$ cat src/rtl/readout_pkg.sv
// Shared types and sizing for the capture readout controller.
package readout_pkg;
  localparam int DEPTH  = 102400;
  localparam int ADDR_W = 17;
  localparam int DATA_W = 16;
  localparam int RD_LAT = 1;

  typedef enum logic [1:0] {
    IDLE     = 2'd0,
    WAIT_ACQ = 2'd1,
    READ     = 2'd2,
    DRAIN    = 2'd3
  } state_t;
endpackage

$ cat src/rtl/readout_skid_buffer.sv
// Two-entry valid/ready buffer between the memory read pipeline and the consumer.
module readout_skid_buffer #(
  parameter int WIDTH = readout_pkg::DATA_W + 1
) (
  input  logic             clk,
  input  logic             reset,
  input  logic             flush,
  input  logic             in_valid,
  output logic             in_ready,
  input  logic [WIDTH-1:0] in_data,
  output logic             out_valid,
  input  logic             out_ready,
  output logic [WIDTH-1:0] out_data,
  output logic [1:0]       level
);
  import readout_pkg::*;

  logic [WIDTH-1:0] mem [2];
  logic             rd_ptr;
  logic             wr_ptr;
  logic             push;
  logic             pop;

  assign in_ready  = (level != 2'd2);
  assign out_valid = (level != 2'd0);
  assign out_data  = mem[rd_ptr];
  assign push      = in_valid && in_ready;
  assign pop       = out_valid && out_ready;

  // Head entry is a register, so the presented beat cannot change while stalled.
  always_ff @(posedge clk) begin
    if (reset) begin
      mem[0] <= '0;
      mem[1] <= '0;
      rd_ptr <= 1'b0;
      wr_ptr <= 1'b0;
      level  <= 2'd0;
    end else if (flush) begin
      rd_ptr <= 1'b0;
      wr_ptr <= 1'b0;
      level  <= 2'd0;
    end else begin
      if (push) begin
        mem[wr_ptr] <= in_data;
        wr_ptr      <= ~wr_ptr;
      end
      if (pop) begin
        rd_ptr <= ~rd_ptr;
      end
      case ({push, pop})
        2'b10:   level <= level + 2'd1;
        2'b01:   level <= level - 2'd1;
        default: level <= level;
      endcase
    end
  end
endmodule

$ cat src/rtl/capture_readout_controller.sv
// Reads a circular sample memory and streams it to a valid/ready consumer.
// Optional READOUT_DECIMATE_EN adds a decim input (address stride = decim+1).
module capture_readout_controller #(
  parameter int DEPTH  = readout_pkg::DEPTH,
  parameter int ADDR_W = readout_pkg::ADDR_W,
  parameter int DATA_W = readout_pkg::DATA_W
) (
  input  logic              clk,
  input  logic              reset,
  input  logic              start,
  input  logic              abort,
  input  logic [ADDR_W-1:0] start_addr,
  input  logic [ADDR_W-1:0] num_samples,
  input  logic              acq_busy,
  output logic              mem_rd_en,
  output logic [ADDR_W-1:0] mem_rd_addr,
  input  logic [DATA_W-1:0] mem_rd_data,
  output logic [DATA_W-1:0] out_data,
  output logic              out_valid,
  output logic              out_last,
  input  logic              out_ready,
`ifdef READOUT_DECIMATE_EN
  input  logic [3:0]        decim,
`endif
  output logic              busy,
  output logic              done,
  output logic              cfg_err
);
  import readout_pkg::*;

  localparam logic [ADDR_W-1:0] DEPTH_A = ADDR_W'(DEPTH);
  localparam logic [ADDR_W-1:0] ONE_A   = ADDR_W'(1);

  state_t            state;
  state_t            next_state;
  logic [ADDR_W-1:0] rd_addr;
  logic [ADDR_W-1:0] issue_left;
  logic [ADDR_W-1:0] num_clamped;
  logic [4:0]        stride;
  logic              vld_p1;
  logic              last_p1;
  logic              done_q;
  logic              cfg_err_q;
  logic              start_req;
  logic              start_ok;
  logic              aborting;
  logic              out_hs;
  logic              can_issue;
  logic [2:0]        pending;
  logic [1:0]        level;
  logic              skid_in_ready;
  logic [DATA_W:0]   skid_out;

  function automatic logic [ADDR_W-1:0] wrap_addr(input logic [ADDR_W-1:0] addr,
                                                  input logic [4:0]        step);
    logic [ADDR_W:0] sum;
    sum = {1'b0, addr} + {{(ADDR_W-4){1'b0}}, step};
    if (sum >= {1'b0, DEPTH_A}) begin
      sum = sum - {1'b0, DEPTH_A};
    end
    return sum[ADDR_W-1:0];
  endfunction

  assign start_req   = start && !abort && (state == IDLE);
  assign start_ok    = start_req && (start_addr < DEPTH_A) && (num_samples != '0);
  assign aborting    = abort && (state != IDLE);
  assign out_hs      = out_valid && out_ready;
  assign num_clamped = (num_samples > DEPTH_A) ? DEPTH_A : num_samples;
  // A beat leaving this cycle frees its slot, which keeps one beat per cycle.
  assign pending     = 3'(level) + 3'(vld_p1) - 3'(out_hs);
  assign can_issue   = (issue_left != '0) && (pending < 3'd2);
  assign mem_rd_addr = rd_addr;
  assign busy        = (state != IDLE);
  assign done        = done_q;
  assign cfg_err     = cfg_err_q;

`ifdef READOUT_DECIMATE_EN
  always_ff @(posedge clk) begin
    if (reset) begin
      stride <= 5'd1;
    end else if (start_ok) begin
      stride <= {1'b0, decim} + 5'd1;
    end
  end
`else
  assign stride = 5'd1;
`endif

  always_comb begin
    next_state = state;
    mem_rd_en  = 1'b0;
    case (state)
      IDLE:     if (start_ok) next_state = WAIT_ACQ;
      WAIT_ACQ: if (!acq_busy) next_state = READ;
      READ: begin
        mem_rd_en = can_issue;
        if (can_issue && (issue_left == ONE_A)) next_state = DRAIN;
      end
      DRAIN:    if (out_hs && out_last) next_state = IDLE;
      default:  next_state = IDLE;
    endcase
    if (aborting) begin
      next_state = IDLE;
      mem_rd_en  = 1'b0;
    end
  end

  // Stage p0 -> p1: read issued, data returns from memory next cycle.
  always_ff @(posedge clk) begin
    if (reset) begin
      state      <= IDLE;
      rd_addr    <= '0;
      issue_left <= '0;
      vld_p1     <= 1'b0;
      last_p1    <= 1'b0;
      done_q     <= 1'b0;
      cfg_err_q  <= 1'b0;
    end else begin
      state     <= next_state;
      vld_p1    <= mem_rd_en;
      last_p1   <= mem_rd_en && (issue_left == ONE_A);
      cfg_err_q <= start_req && (start_addr >= DEPTH_A);
      done_q    <= (start_req && (start_addr < DEPTH_A) && (num_samples == '0))
                || (out_hs && out_last && (state != IDLE) && !aborting);
      if (start_ok) begin
        rd_addr    <= start_addr;
        issue_left <= num_clamped;
      end else if (mem_rd_en) begin
        rd_addr    <= wrap_addr(rd_addr, stride);
        issue_left <= issue_left - ONE_A;
      end
    end
  end

  // Stage p1 -> output: returned data plus its last flag enter the skid buffer.
  readout_skid_buffer #(
    .WIDTH (DATA_W + 1)
  ) u_skid (
    .clk       (clk),
    .reset     (reset),
    .flush     (aborting),
    .in_valid  (vld_p1 && skid_in_ready),
    .in_ready  (skid_in_ready),
    .in_data   ({last_p1, mem_rd_data}),
    .out_valid (out_valid),
    .out_ready (out_ready),
    .out_data  (skid_out),
    .level     (level)
  );

  assign out_data = skid_out[DATA_W-1:0];
  assign out_last = out_valid && skid_out[DATA_W];
endmodule

$ cat config.mk
export PLATFORM = sky130hd
export DESIGN_NAME = capture_readout_controller
export DESIGN_NICKNAME = d
export VERILOG_FILES = /design/src/rtl/readout_pkg.sv /design/src/rtl/readout_skid_buffer.sv /design/src/rtl/capture_readout_controller.sv
export SDC_FILE = /design/constraint.sdc
export NUM_CORES = 1
export LEC_CHECK = 0
export ABC_AREA = 1
export BUFFER_PORTS_ARGS = -buffer_cell sky130_fd_sc_hd__buf_4
export CAP_MARGIN = 10
export CORE_UTILIZATION = 55
export CTS_BUF_LIST = sky130_fd_sc_hd__clkbuf_8 sky130_fd_sc_hd__clkbuf_16
export DETAILED_ROUTE_END_ITERATION = 16
export PLACE_DENSITY = 0.8
export SETUP_SLACK_MARGIN = 0.05
export SYNTH_ARGS = -nofsm -noshare
export SYNTH_HDL_FRONTEND = slang
export SYNTH_SLANG_ARGS = --single-unit
$ cat constraint.sdc
create_clock -name clk -period 5.5 [get_ports clk]
set_input_delay 0.275 -clock clk [delete_from_list [all_inputs] [get_ports clk]]
set_output_delay 0.275 -clock clk [all_outputs]
set_load 0.02 [all_outputs]
==> run summary <==
- **hold-fix buffers at CTS** 0
- **Post-Synthesis Mean Instance Area** 7.39 sq um
- **Synth warnings** 0
- **top cells by count, synth** nand2_1, nor2_1, inv_1
- **cell area after synthesis** 0.00457 sq mm
- **Slowest-stage cell, CP** fa_1
- **Primary FF master, synth** dfxtp_1
- **horizontal die dimension** 93.2 um
- **placed instance area** 0.00532 sq mm
- **CP startpoint** u_skid.level[1]
- **Synth Area in Simple Gates** 0.336
- **Total Nets Final** 772
- **GR Overflow Total** 0
- **wire length of the first global-routing pass** 18.3 mm
- **port bufs** 94
- **overall routing resource usage** 0.267
- **dominant cell by count in the synthesized netlist** nand2_1
- **number of standard cells after synthesis** 619
- **Total Negative Setup Slacks** 0 ps
- **Crit path arrival time** 3030 ps
- **total die area** 0.00868 sq mm
- **setup-violating endpoint count in the final report** 0
- **RSZ-0062 raised after global routing** false
- **crit end category** primary output
- **number of inserted diodes** 0
- **startpoint of the lowest-slack register-to-register path** u_skid.level[1]
- **clock tree from TritonCTS** done
- **Routed wire per std cell** 14.0 um
- **clock buffers created by TritonCTS** 9
- **critical path peak fanout** 7
- **reg-to-reg setup timing slack** 2220 ps
- **Worst path max stage delay** 500 ps
- **Synth Net Count** 686
- **multiplexer area fraction after synthesis** 0
- **shortest period the worst path allows** 3300 ps
- **stages on the worst setup path** 10
- **later-pin clock latency in the skew report** 350 ps
- **placed wire-length estimate** 8.19 mm
- **finished layout cell area** 0.00550 sq mm
- **number of max-capacitance violations reported** 0
- **Clock Sink Count** 79
- **path type of the worst min-delay path** in2reg
- **Max rail drop VDD** 0.000326 V
- **cell row count** 32
- **Seq/Total Area, Yosys** 0.420
- **type of origin of the critical path** register
- **I/O Pins** 95
- **depth of the CTS H-tree** 3
- **PwrDens** 416 mW/mm^2
- **final period utilization** 0.600
- **cell-by-cell listing of the critical path** inv_1, or2_2, o21ai_0, nand2_1, fa_1, o21ai_0, a21oi_1, nand4_4, inv_1, buf_4
- **Worst Path Required** 5220 ps
- **CTS root buf** clkbuf_8
- **largest area contributor in the synthesized netlist** edfxtp_1
- **number of distinct library cells after synthesis** 44
- **DR pass1 iterations** 5
- **vias after detailed routing** 4405
- **Synth async-reset ratio** 0
- **main combinational cell family by area after synthesis** simple AND/OR/NAND/NOR gates
- **antenna violations before repair** 0
- **Reg clk slew, reported paths** 90 ps
- **wire length after detailed routing** 11.4 mm
- **actual transition at the worst max-transition pin** 735 ps
- **Post-Route Skew** 8.57 ps
- **Hold Fails Final Rpt** 0
- **leakage power figure** 2.48 nW
- **synth-to-layout area growth** 20.2%
- **Setup Crit Path Kind** reg2out
- **post-synthesis xor/xnor area fraction** 0.0268
- **Area contributors post-synth** edfxtp_1, dfxtp_1, nand2_1, nor2_1, inv_1
- **number of antenna-violating nets in the routed design** 0
- **pin count of the biggest net entering global routing** 36
- **top cell family by delay on the critical path** simple AND/OR/NAND/NOR gates
- **starting DRC count in detailed routing** 258
- **y dimension of the die** 93.2 um
- **total DRC errors in the routed layout** 0
- **post-CTS setup buffer count** 0
- **Avg Vias per Cell** 5.42
- **max frequency** 303 MHz
- **endpoint of the lowest-slack register-to-register path** mem_rd_addr[12]
- **count of flip-flops with a built-in enable after synthesis** 34
- **Min-Delay Startpoint** num_samples[9]
- **area share of the largest cell type after synthesis** 0.223
- **layout cells sized above 1** 0.200
- **status** completed
- **max-slew violation total from the final report** 0
- **area share of fa/ha/maj cells after synthesis** 0.0317
- **Initial Utilization** 0.580
- **via count of the first global-routing pass** 3924
- **headroom to the max-slew limit** 0.509
- **compound-gate portion of the synthesized area** 0.108
- **number of buffers and inverters on the critical path** 3
- **GPL Wtd Cong** 0.885
- **Clock Path Buffers** 2
- **number of synthesized register bits** 79
- **total of cells resized after clock tree synthesis** 0
- **core footprint** 0.00789 sq mm
- **Critical Path End** mem_rd_en
- **cell count of the worst reg-to-reg path** 14
==> cell families (layout without fill, tap and decap cells) <==
logic type / Yosys count / after routing
XOR/XNOR: 14 / 14
AND/OR/NAND/NOR: 342 / 342
flip-flops: 79 / 79
AO/OA/AOI/OAI: 84 / 84
adder cells (fa/ha/maj): 11 / 11
buffers and inverters: 89 / 180
==> layer usage <==
metal  part of all wire  vias up  wire length [um]  GRT usage
met3              0.053       21               601     0.0366
met4              0.019        0               218     0.0910
met2               0.48      162              5460      0.450
met5                  0        -                 0          0
met1               0.45     2027              5090      0.353
li1                   -     2195                 -          -
==> through the flow <==
step | utilization | instances | worst slack, ps | power (W) | hold slack [ps]
finish | 0.697 | 812 | 2200 | 0.00229 | 194
global route | 0.697 | 812 | 2010 | 0.00244 | 196
CTS | 0.697 | 812 | 2250 | 0.00228 | 185
floorplan | - | 619 | 2870 | 0.00160 | 422
global placement | 0.674 | 796 | 2550 | 0.00185 | 465
detailed placement | 0.674 | 796 | 2310 | 0.00187 | 477
==> how the worst min path moves through the flow <==
stage / end / depth (start not counted)
finish: issue_left[9] / 3
global route: mem_rd_addr[8] / 3
CTS: issue_left[8] / 3
detailed placement: register / 2
global placement: issue_left[16] / 2
floorplan: issue_left[16] / 2
==> power breakdown <==
group          switching [W]  internal, W  total [W]  leakage [nW]
clock               0.000236     0.000169   0.000405        0.0883
sequential          0.000138     0.000731   0.000869         0.719
combinational       0.000612     0.000400    0.00101          1.67
==> sequential cells by signal, indices dropped and copies added (netlist names), 2 cells and up, named ones only <==
name          flops
mem_rd_addr      17
state             2
u_skid.mem       34
u_skid.level      2
issue_left       17
==> area by class of cell <==
cell class                      count  area (sq um)
Clock inverter                      7          55.1
Multi-Input combinational cell    451          2300
Timing Repair Buffer               94           706
Clock buffer                        9           124
Inverter                           70           263
Tap cell                          102           128
Sequential cell                    79          1920
Fill cell                         666          2390
==> cell usage in the layout (no fill, tap or decap), types with 6 or more instances in the layout <==
cell      count
nor2_1       82
dfxtp_1      45
nand2_2       6
nand3_1      30
ha_1         10
clkbuf_8      9
nor2_4        7
o21ai_0      31
nor3_1       13
a31oi_1      18
xor2_1        9
buf_4        94
nand2_1     174
a21oi_1      17
inv_1        66
nand4_1       8
edfxtp_1     34
==> worst register-to-register path: stages, from the launching register on <==
cell and delay [ps]:
dfxtp_1 410, inv_1 120, or2_2 320, o21ai_0 240
nand2_1 130, fa_1 500, o21ai_0 90, a21oi_1 280
nand4_4 230, nand2_4 320, inv_2 210, nand2_1 100
o21ai_0 80, inv_1 80, a21oi_1 60
Power figures use the tool's default switching activity.
